--- src/rtl/mmul2_pkg.sv ---
// Shared types and sizing helpers for the mmul2 operand loader.
package mmul2_pkg;

  typedef enum logic [1:0] {
    LOAD_A,
    LOAD_B,
    RUN,
    DONE
  } mmul2_load_state_t;

  localparam int unsigned RA_DEFAULT = 2;
  localparam int unsigned CA_DEFAULT = 2;
  localparam int unsigned RB_DEFAULT = 2;
  localparam int unsigned CB_DEFAULT = 2;

  // Slot index width: enough for the larger matrix, never below one bit.
  function automatic int unsigned idx_width(input int unsigned na, input int unsigned nb);
    int unsigned m;
    m = (na > nb) ? na : nb;
    return (m <= 1) ? 1 : $clog2(m);
  endfunction

  localparam int unsigned NA = RA_DEFAULT * CA_DEFAULT;
  localparam int unsigned NB = RB_DEFAULT * CB_DEFAULT;
  localparam int unsigned IW = idx_width(NA, NB);

endpackage

--- src/rtl/mmul2_loader_if.sv ---
// Element stream into the loader: valid/ready handshake with frame marker.
interface mmul2_loader_if #(
  parameter int unsigned W = 32
) ();

  logic         in_valid;
  logic         in_ready;
  logic [W-1:0] in_data;
  logic         in_last;

  modport master (
    output in_valid,
    output in_data,
    output in_last,
    input  in_ready
  );

  modport slave (
    input  in_valid,
    input  in_data,
    input  in_last,
    output in_ready
  );

endinterface

--- src/rtl/mmul2_loader_counter.sv ---
// Per-phase slot counter; terminal flags the last slot of the active phase.
module mmul2_load_counter #(
  parameter int unsigned IW = 1
) (
  input  logic          clk,
  input  logic          rst_n,
  input  logic          clear,
  input  logic          inc,
  input  logic [IW-1:0] limit,
  output logic [IW-1:0] count,
  output logic          terminal
);

  always_ff @(posedge clk or negedge rst_n) begin
    if (!rst_n) begin
      count <= '0;
    end else if (clear) begin
      count <= '0;
    end else if (inc) begin
      count <= count + 1'b1;
    end
  end

  assign terminal = (count == limit);

endmodule

--- src/rtl/mmul2_loader.sv ---
// Packs a streamed A/B operand frame into flat buses and runs one mmul2 pass.
module mmul2_loader
  import mmul2_pkg::*;
#(
  parameter int unsigned RA = RA_DEFAULT,
  parameter int unsigned CA = CA_DEFAULT,
  parameter int unsigned RB = RB_DEFAULT,
  parameter int unsigned CB = CB_DEFAULT,
  parameter int unsigned W  = 32
) (
  input  logic               clk,
  input  logic               rst_n,
  mmul2_loader_if.slave      in_bus,
  output logic [RA*CA*W-1:0] A,
  output logic [RB*CB*W-1:0] B,
  output logic               mmul_enable,
  input  logic               mmul_completed,
  output logic               done,
  output logic               dim_err,
  output logic               frame_err
);

  localparam int unsigned SLOTS_A = RA * CA;
  localparam int unsigned SLOTS_B = RB * CB;
  localparam int unsigned IDX_W   = idx_width(SLOTS_A, SLOTS_B);

  mmul2_load_state_t state, state_next;

  logic [IDX_W-1:0] idx;
  logic [IDX_W-1:0] limit;
  logic             terminal;
  logic             xfer;
  logic             final_b;
  logic             bad_frame;
  logic             cnt_clear;
  logic             wr_a;
  logic             wr_b;

  assign dim_err = (CA != RB);

  assign xfer      = in_bus.in_valid && in_bus.in_ready;
  assign limit     = (state == LOAD_B) ? IDX_W'(SLOTS_B - 1) : IDX_W'(SLOTS_A - 1);
  assign final_b   = (state == LOAD_B) && terminal;
  // in_last must be set exactly on the closing B element, nowhere else.
  assign bad_frame = xfer && (in_bus.in_last != final_b);
  assign cnt_clear = (xfer && (terminal || bad_frame)) || (state == DONE);
  assign wr_a      = xfer && (state == LOAD_A);
  assign wr_b      = xfer && (state == LOAD_B);

  mmul2_load_counter #(
    .IW (IDX_W)
  ) u_counter (
    .clk      (clk),
    .rst_n    (rst_n),
    .clear    (cnt_clear),
    .inc      (xfer),
    .limit    (limit),
    .count    (idx),
    .terminal (terminal)
  );

  always_ff @(posedge clk or negedge rst_n) begin
    if (!rst_n) begin
      state <= LOAD_A;
    end else begin
      state <= state_next;
    end
  end

  always_comb begin
    state_next = state;
    case (state)
      LOAD_A: begin
        if (bad_frame) begin
          state_next = LOAD_A;
        end else if (xfer && terminal) begin
          state_next = LOAD_B;
        end
      end
      LOAD_B: begin
        if (bad_frame) begin
          state_next = LOAD_A;
        end else if (xfer && terminal) begin
          state_next = RUN;
        end
      end
      RUN: begin
        if (mmul_completed) begin
          state_next = DONE;
        end
      end
      DONE:    state_next = LOAD_A;
      default: state_next = LOAD_A;
    endcase
  end

  // Decoded from the async-reset state so enable drops the moment reset asserts.
  always_comb begin
    in_bus.in_ready = ((state == LOAD_A) || (state == LOAD_B)) && !dim_err;
    mmul_enable     = (state == RUN);
    done            = (state == DONE);
  end

  always_ff @(posedge clk or negedge rst_n) begin
    if (!rst_n) begin
      frame_err <= 1'b0;
    end else if (bad_frame) begin
      frame_err <= 1'b1;
    end
  end

  always_ff @(posedge clk or negedge rst_n) begin
    if (!rst_n) begin
      A <= '0;
      B <= '0;
    end else begin
      for (int unsigned i = 0; i < SLOTS_A; i++) begin
        if (wr_a && (idx == IDX_W'(i))) begin
          A[i*W +: W] <= in_bus.in_data;
        end
      end
      for (int unsigned i = 0; i < SLOTS_B; i++) begin
        if (wr_b && (idx == IDX_W'(i))) begin
          B[i*W +: W] <= in_bus.in_data;
        end
      end
    end
  end

endmodule

--- src/flat_wrapper.sv ---
// flat-port wrapper written by rule: the top's interface ports become plain ports
module mmul2_loader_flat import mmul2_pkg::*;
#(
  parameter int unsigned RA = RA_DEFAULT,
  parameter int unsigned CA = CA_DEFAULT,
  parameter int unsigned RB = RB_DEFAULT,
  parameter int unsigned CB = CB_DEFAULT,
  parameter int unsigned W  = 32
)
  (clk, rst_n, A, B, mmul_enable, mmul_completed, done, dim_err, frame_err, in_bus_in_valid, in_bus_in_data, in_bus_in_last, in_bus_in_ready);
  mmul2_loader_if #(.W(W)) in_bus_i ();
  input  logic clk;
  input  logic rst_n;
  output logic [RA*CA*W-1:0] A;
  output logic [RB*CB*W-1:0] B;
  output logic mmul_enable;
  input  logic mmul_completed;
  output logic done;
  output logic dim_err;
  output logic frame_err;
  input wire logic [$bits(in_bus_i.in_valid)-1:0] in_bus_in_valid;
  input wire logic [$bits(in_bus_i.in_data)-1:0] in_bus_in_data;
  input wire logic [$bits(in_bus_i.in_last)-1:0] in_bus_in_last;
  output wire logic [$bits(in_bus_i.in_ready)-1:0] in_bus_in_ready;
  assign in_bus_i.in_valid = in_bus_in_valid;
  assign in_bus_i.in_data = in_bus_in_data;
  assign in_bus_i.in_last = in_bus_in_last;
  assign in_bus_in_ready = in_bus_i.in_ready;
  mmul2_loader #(.RA(RA), .CA(CA), .RB(RB), .CB(CB), .W(W)) u_core (.clk(clk), .rst_n(rst_n), .in_bus(in_bus_i), .A(A), .B(B), .mmul_enable(mmul_enable), .mmul_completed(mmul_completed), .done(done), .dim_err(dim_err), .frame_err(frame_err));
endmodule
--- config.mk ---
export PLATFORM = sky130hd
export DESIGN_NAME = mmul2_loader_flat
export DESIGN_NICKNAME = d
export VERILOG_FILES = /design/src/rtl/mmul2_pkg.sv /design/src/rtl/mmul2_loader_if.sv /design/src/rtl/mmul2_loader_counter.sv /design/src/rtl/mmul2_loader.sv /design/src/flat_wrapper.sv
export SDC_FILE = /design/constraint.sdc
export NUM_CORES = 1
export LEC_CHECK = 0
export CAP_MARGIN = 20
export CORE_MARGIN = 2
export CORE_UTILIZATION = 40
export DETAILED_ROUTE_END_ITERATION = 7
export HOLD_SLACK_MARGIN = 0.02
export PLACE_DENSITY = 0.7
export SETUP_SLACK_MARGIN = 0.05
export SLEW_MARGIN = 30
export SYNTH_ARGS = -nofsm -noshare
export SYNTH_HDL_FRONTEND = slang
export SYNTH_SLANG_ARGS = --single-unit
--- constraint.sdc ---
create_clock -name clk -period 3.4 [get_ports clk]
set_input_delay 1.02 -clock clk [delete_from_list [all_inputs] [get_ports clk]]
set_output_delay 1.02 -clock clk [all_outputs]
set_load 0.05 [all_outputs]
==> key figures, run 1 <==
Critical path
  • Reg2Reg Depth: 3
  • Crit Path Category: reg -> out
  • Crit. End Element: output port
  • CP endpoint: done
  • Worst-path fanout max: 9
  • Worst reg2reg path startpoint: u_core.u_counter.count[1]
  • FF-to-FF setup slack: 1290 ps
  • CP Launch Point: u_core.state[0]
  • Critical Path RT: 2380 ps
  • Worst setup SP type: flop
  • Critical path arrival: 2100 ps
  • FF-to-FF End: u_core.B[121]

STA
  • Setup Skew: 17.0 ps
  • Worst-margin pin slew: 807 ps
  • # setup viols final: 0
  • Relative slew slack: 0.461
  • Final Hold Slack: 462 ps
  • Unrepaired setup endpoints after global routing: no
  • Fmax: 321 MHz
  • Tmin final: 3120 ps
  • Slew Limit Fails: 0
  • Hold Vio Cnt, Final: 0
  • Final setup TNS: 0 ps
  • Crit share post-route: 0.918

Die
  • Ports: 298
  • Core area: 0.0245 mm^2
  • Initial Util: 0.411
  • Die area: 0.0264 mm^2
  • Die X: 162 um
  • # rows: 57
  • DIE HEIGHT: 162 um

Global routing
  • Initial antenna violation count: 0
  • Total grt overflow: 0
  • Pin count of the biggest net entering global routing: 69
  • Vias in the first global route: 6,468
  • Total Routing Usage GR: 0.193
  • First-pass GRT wire length: 39,400 um

Yosys
  • Seq cells post-synth: 261
  • Cell count after synthesis: 581
  • Sequential fraction of the synthesis area: 0.650
  • Syn Area/Cell: 17.3 um^2
  • Mapped Area: 0.0100 mm^2
  • Async S/R FF share, synth: 1.00
  • Total of warnings raised by yosys: 0
  • Post-synth cell types: 26
  • Net Count, Synth: 622
  • EDFF count, synth: 0
  • Top FF cell, synth: dfrtp_1

Clocking
  • Number of H-tree branching levels: 1
  • Clk Latency, worst-skew pair: 530 ps
  • Worst-case clock buffer depth: 3
  • Clock-pin slew on the worst setup and hold paths: 60 ps
  • Clock sink count: 261
  • TritonCTS Buffers: 28
  • CTS root buffer: clkbuf_16
  • Hold-fix buffers, CTS: 0
  • CTS tree: done

Drt
  • DRT Pass-1 Iters: 4
  • DRT iter0 DRCs: 247
  • DR WL/cell: 20.5 um
  • DR vias/cell: 4.88
  • Antenna Nets Post-Route: 0
  • DR DRC count: 0
  • Routed via count: 6,032
  • Routed WL: 25,400 um

Layout
  • Design area: 0.0142 mm^2
  • Multi-input logic area: 0.00321 mm^2
  • Synthesis-to-finish area growth: 41.4%
  • Layout cells sized above 1: 0.336
  • Fillers: 1,920
  • Nets@finish: 937
  • Diode count: 0
  • FF+latch area: 0.00653 mm^2
  • Fin util: 0.581

Placement
  • DP HPWL: 17,000 um
  • Final GP Congestion: 0.765
  • Placed cell areas: 0.0133 mm^2
  • Port Buf Inserts: 296

Job
  • Max_cap viols: 0

Run status
  • Run status: finished, final reports clean

Min path
  • Worst hold path class: in -> async
-- through the flow --
step | setup WS (ps) | std cells
2_1_floorplan | 907 | 581
3_3_place_gp | 422 | 1190
3_5_place_dp | 371 | 1190
4_1_cts | 153 | 1237
5_1_grt | 187 | 1237
6_report | 280 | 1237
-- flip-flops by register name, indices dropped and copies added, names as in the netlist, named ones only --
name,count
u_core.state,1
u_core.frame_err,1
u_core.u_counter.count,2
u_core.B,128
u_core.A,128
-- how the worst min path moves through the flow --
stage                             endpoint  slack [ps]
final                         u_core.B[38]         460
after global routing          u_core.B[38]         480
after CTS                     u_core.A[57]         460
after detailed placement  u_core.frame_err         460
after global placement        u_core.A[98]         470
after floorplan            u_core.state[0]         530
-- logic make-up (layout without fill, tap and decap cells) --
group	Yosys count	in the layout	synth area share
adder cells (fa/ha/maj)	4	4	0.00498
flip-flops	261	261	0.650
XOR/XNOR	1	1	0.000872
buffers and inverters	32	364	0.0306
AO/OA/AOI/OAI	8	8	0.00586
AND/OR/NAND/NOR	18	18	0.0198
other	1	1	0.000373
multiplexers	256	256	0.287
-- timing repair --
item,CTS,global route
setup endpoints to repair,0,1
gates resized for setup,0,1
setup buffers,0,0
-- cells in the final DEF, fill, tap and decap left out --
master	n
clkdlybuf4s50_1	294
dfrtp_1	261
mux2_2	239
clkbuf_16	29
mux2_1	17
buf_4	13
clkbuf_1	7
clkinv_2	5
inv_1	4
nand2_1	4
ha_1	4
clkbuf_8	4
buf_12	4
nand3_4	3
nor3b_4	3
nor2_1	2
o22ai_1	2
bufinv_16	2
and2_1	1
and2b_2	1
nand4_4	1
nor3_4	1
nand2b_4	1
o21ai_0	1
a32oi_1	1
or4_1	1
o31ai_1	1
xnor2_1	1
a21o_1	1
o32ai_1	1
a22o_1	1
conb_1	1
buf_8	1
dlymetal6s2s_1	1
-- cell type report --
cell class	count	area share
Inverter	4	0.00106
Timing Repair Buffer	313	0.222
Multi-Input combinational cell	288	0.226
Clock inverter	7	0.00599
Sequential cell	261	0.460
Tap cell	324	0.0285
Clock buffer	40	0.0568
-- Yosys cell counts, types with 2 or more instances --
master,number,area share
buf_4,6,0.0045
buf_6,22,0.025
dfrtp_1,261,0.65
ha_1,4,0.0050
inv_1,4,0.0015
mux2_1,17,0.019
mux2_2,239,0.27
nand2_1,4,0.0015
nand3_4,3,0.0052
nor2_1,2,0.00075
nor3b_4,3,0.0056
o22ai_1,2,0.0012
-- worst max-delay path, cell delays in order, from the launching register on --
cell and delay, ps:
dfrtp_1 520, and2_1 230, clkdlybuf4s50_1 830
-- per-layer routing --
metal / vias to the layer above / wire, um / GRT usage
met2: 203 / 12000 / 0.316
li1: 2690 / - / -
met5: - / 0 / 0
met1: 3114 / 10700 / 0.252
met4: 0 / 393 / 0.0390
met3: 25 / 2250 / 0.0680
Power of run 1 is left out: the tool's default activity adds up to more than one toggle a clock period on the data nets, which glitch-free logic cannot reach.
==> inputs of run 2 (changes only) <==
- CAP_MARGIN: 20 -> not set
==> results of run 2 <==
Same layout as run 1: the final DEF is identical, and so are final timing and power.
Power of run 2 is left out for the same reason.
==> inputs of run 3 (changes only) <==
- CELL_PAD_IN_SITES_DETAIL_PLACEMENT: not set -> 0
- CELL_PAD_IN_SITES_GLOBAL_PLACEMENT: not set -> 1
- PLACE_DENSITY: 0.7 -> not set
- PLACE_DENSITY_LB_ADDON: not set -> 0.1
==> run 3 against run 2 <==
Critical path depth stayed put. Count of clock-buffer cells in the layout is 5 higher. Register-to-register slack worse by 130 ps. Global-route usage is 0.50 points higher. Maximum frequency is 1.2% higher. Cell count is 0.16% lower. Design area is 0.55% lower. Clock skew is 5.1 ps lower. Routed wire length is 2.6% higher. First-iteration DRC count is 13% higher. Highest routed layer unchanged.
==> key figures, run 3 (synthesized netlist as in run 1, its figures left out) <==
Critical path
  • CP Buf/Inv Count: 1 (unchanged)
  • CP endpoint: done (unchanged)
  • Critical Path RT: 2380 ps (about the same)
  • Delay-heaviest family, CP: buffers and inverters (unchanged)
  • FF-to-FF setup slack: 1160 ps (was 1290 ps)
  • Crit-path slowest cell: clkdlybuf4s50_1 (unchanged)
  • Levels on crit path: 2 (unchanged)
  • FF-to-FF End: u_core.B[126] (was u_core.B[121])
  • Crit-path cells: and2_1, clkdlybuf4s50_1 (unchanged)
  • Worst reg2reg path startpoint: u_core.u_counter.count[1] (unchanged)
  • Crit. End Element: output port (unchanged)
  • Critical Path Max Stage Delay: 830 ps (about the same)
  • Worst setup SP type: flop (unchanged)
  • Critical path arrival: 2060 ps (was 2100 ps)
  • Crit Path Category: reg -> out (unchanged)
  • Reg2Reg Depth: 3 (unchanged)
  • Worst-path fanout max: 7 (was 9)

STA
  • # setup viols final: 0 (unchanged)
  • Crit share post-route: 0.907 (was 0.918)
  • Fmax: 324 MHz (was 321 MHz)
  • Worst-margin pin slew: 929 ps (was 807 ps)
  • Tmin final: 3080 ps (was 3120 ps)
  • Worst Setup Slack, final: 318 ps (was 280 ps)
  • Relative slew slack: 0.380 (was 0.461)
  • Final setup TNS: 0 ps (unchanged)
  • Setup Skew: 11.9 ps (was 17.0 ps)
  • Unrepaired setup endpoints after global routing: no (unchanged)
  • Slew Limit Fails: 0 (unchanged)
  • Hold Vio Cnt, Final: 0 (unchanged)

Clocking
  • Clk Latency, worst-skew pair: 530 ps (about the same)
  • Hold-fix buffers, CTS: 0 (unchanged)
  • CTS root buffer: clkbuf_16 (unchanged)
  • Worst-case clock buffer depth: 3 (unchanged)
  • TritonCTS Buffers: 28 (unchanged)
  • Clock-pin slew on the worst setup and hold paths: 60 ps (about the same)
  • Clock sink count: 261 (unchanged)
  • # resized after CTS: 0 (unchanged)
  • Number of H-tree branching levels: 1 (unchanged)
  • CTS tree: done (unchanged)
  • # Post-CTS Setup Buffers: 0 (unchanged)

Layout
  • Design area: 0.0141 mm^2 (was 0.0142 mm^2)
  • Most frequent cells in the layout: clkdlybuf4s50_1 (294), dfrtp_1 (261), mux2_2 (239), clkbuf_16 (29), mux2_1 (17) (unchanged)
  • Layout cells sized above 1: 0.332 (was 0.336)
  • Top flop regs: u_core.A: 128 flops, u_core.B: 128 flops, u_core.u_counter.count: 2 flops (unchanged)
  • Synthesis-to-finish area growth: 40.6% (was 41.4%)
  • Diode count: 0 (unchanged)
  • Fin util: 0.577 (was 0.581)
  • Nets@finish: 933 (was 937)
  • Commonest non-fill, non-tap cell in the layout: clkdlybuf4s50_1 (unchanged)

Global routing
  • Pin count of the biggest net entering global routing: 112 (was 69)
  • Total Routing Usage GR: 0.199 (was 0.193)
  • Initial antenna violation count: 0 (unchanged)
  • Busiest grt layer: met2 (unchanged)
  • First-pass GRT wire length: 40,500 um (was 39,400 um)
  • Total grt overflow: 0 (unchanged)
  • Met3 Use GR: 0.0614 (was 0.0680)
  • Vias in the first global route: 6,593 (was 6,468)
  • Grt met2 use: 0.323 (was 0.316)
  • GR Util met1: 0.260 (was 0.252)

Drt
  • DR WL/cell: 21.1 um (was 20.5 um)
  • DR DRC count: 0 (unchanged)
  • Routed WL: 26,000 um (was 25,400 um)
  • Antenna Nets Post-Route: 0 (unchanged)
  • DRT iter0 DRCs: 278 (was 247)
  • DR vias/cell: 4.97 (was 4.88)
  • Routed via count: 6,137 (was 6,032)
  • DRT Pass-1 Iters: 4 (unchanged)

Placement
  • Final GP Congestion: 0.758 (was 0.765)
  • DP HPWL: 17,600 um (was 17,000 um)
  • Port Buf Inserts: 296 (unchanged)
  • Placed cell areas: 0.0133 mm^2 (about the same)
  • Place WS: 231 ps (was 371 ps)

Die
  • Ports: 298 (unchanged)
  • Die area: 0.0264 mm^2 (unchanged)
  • DIE HEIGHT: 162 um (unchanged)
  • Core area: 0.0245 mm^2 (unchanged)
  • Die X: 162 um (unchanged)
  • # rows: 57 (unchanged)
  • Initial Util: 0.411 (unchanged)

Min path
  • Worst hold path class: in -> async (unchanged)

Run status
  • Run status: finished, final reports clean (unchanged)

Job
  • Max_cap viols: 0 (unchanged)
run 3: cell count changes in the layout (fill, tap and decap cells not counted):
| cell | change |
|---|---|
| buf_12 | -2 |
| buf_4 | -2 |
| bufinv_16 | -2 |
| clkbuf_1 | +3 |
| clkbuf_8 | +2 |
| clkinv_2 | -2 |
| inv_6 | +1 |
run 3: final cells by class:
| cell class | count | area [um^2] |
|---|---|---|
| Clock buffer | 45 | 846 |
| Clock inverter | 4 | 23.8 |
| Fill cell | 1942 | 10300 |
| Inverter | 4 | 15.0 |
| Multi-Input combinational cell | 288 | 3210 |
| Sequential cell | 261 | 6530 |
| Tap cell | 324 | 405 |
| Timing Repair Buffer | 309 | 3090 |
run 3: metrics by stage:
step	hold slack (ps)	instances
CTS	333	1235
detailed placement	483	1186
global placement	469	1186
finish	348	1235
floorplan	526	581
global route	338	1235
run 3: worst min-delay path by stage:
stage                           end  depth (start not counted)  slack, ps
global placement       u_core.A[98]                          1        470
floorplan           u_core.state[0]                          1        530
detailed placement     u_core.B[31]                          1        480
CTS                    u_core.B[70]                          1        330
finish                u_core.A[100]                          1        350
global route          u_core.A[100]                          1        340
run 3: routing by layer:
| layer | wire length [um] | up-vias | part of all wire |
|---|---|---|---|
| met5 | 0 | - | 0 |
| met4 | 625 | 0 | 0.024 |
| met3 | 2200 | 44 | 0.084 |
| met2 | 12300 | 220 | 0.47 |
| met1 | 10900 | 3176 | 0.42 |
| li1 | - | 2697 | - |
run 3: worst reg2reg max path, cell delays in order, from the launching register on:
cell,delay (ps)
dfrtp_1,400
ha_1,330
nand4_4,770
mux2_1,630
Power of run 3 is left out for the same reason.
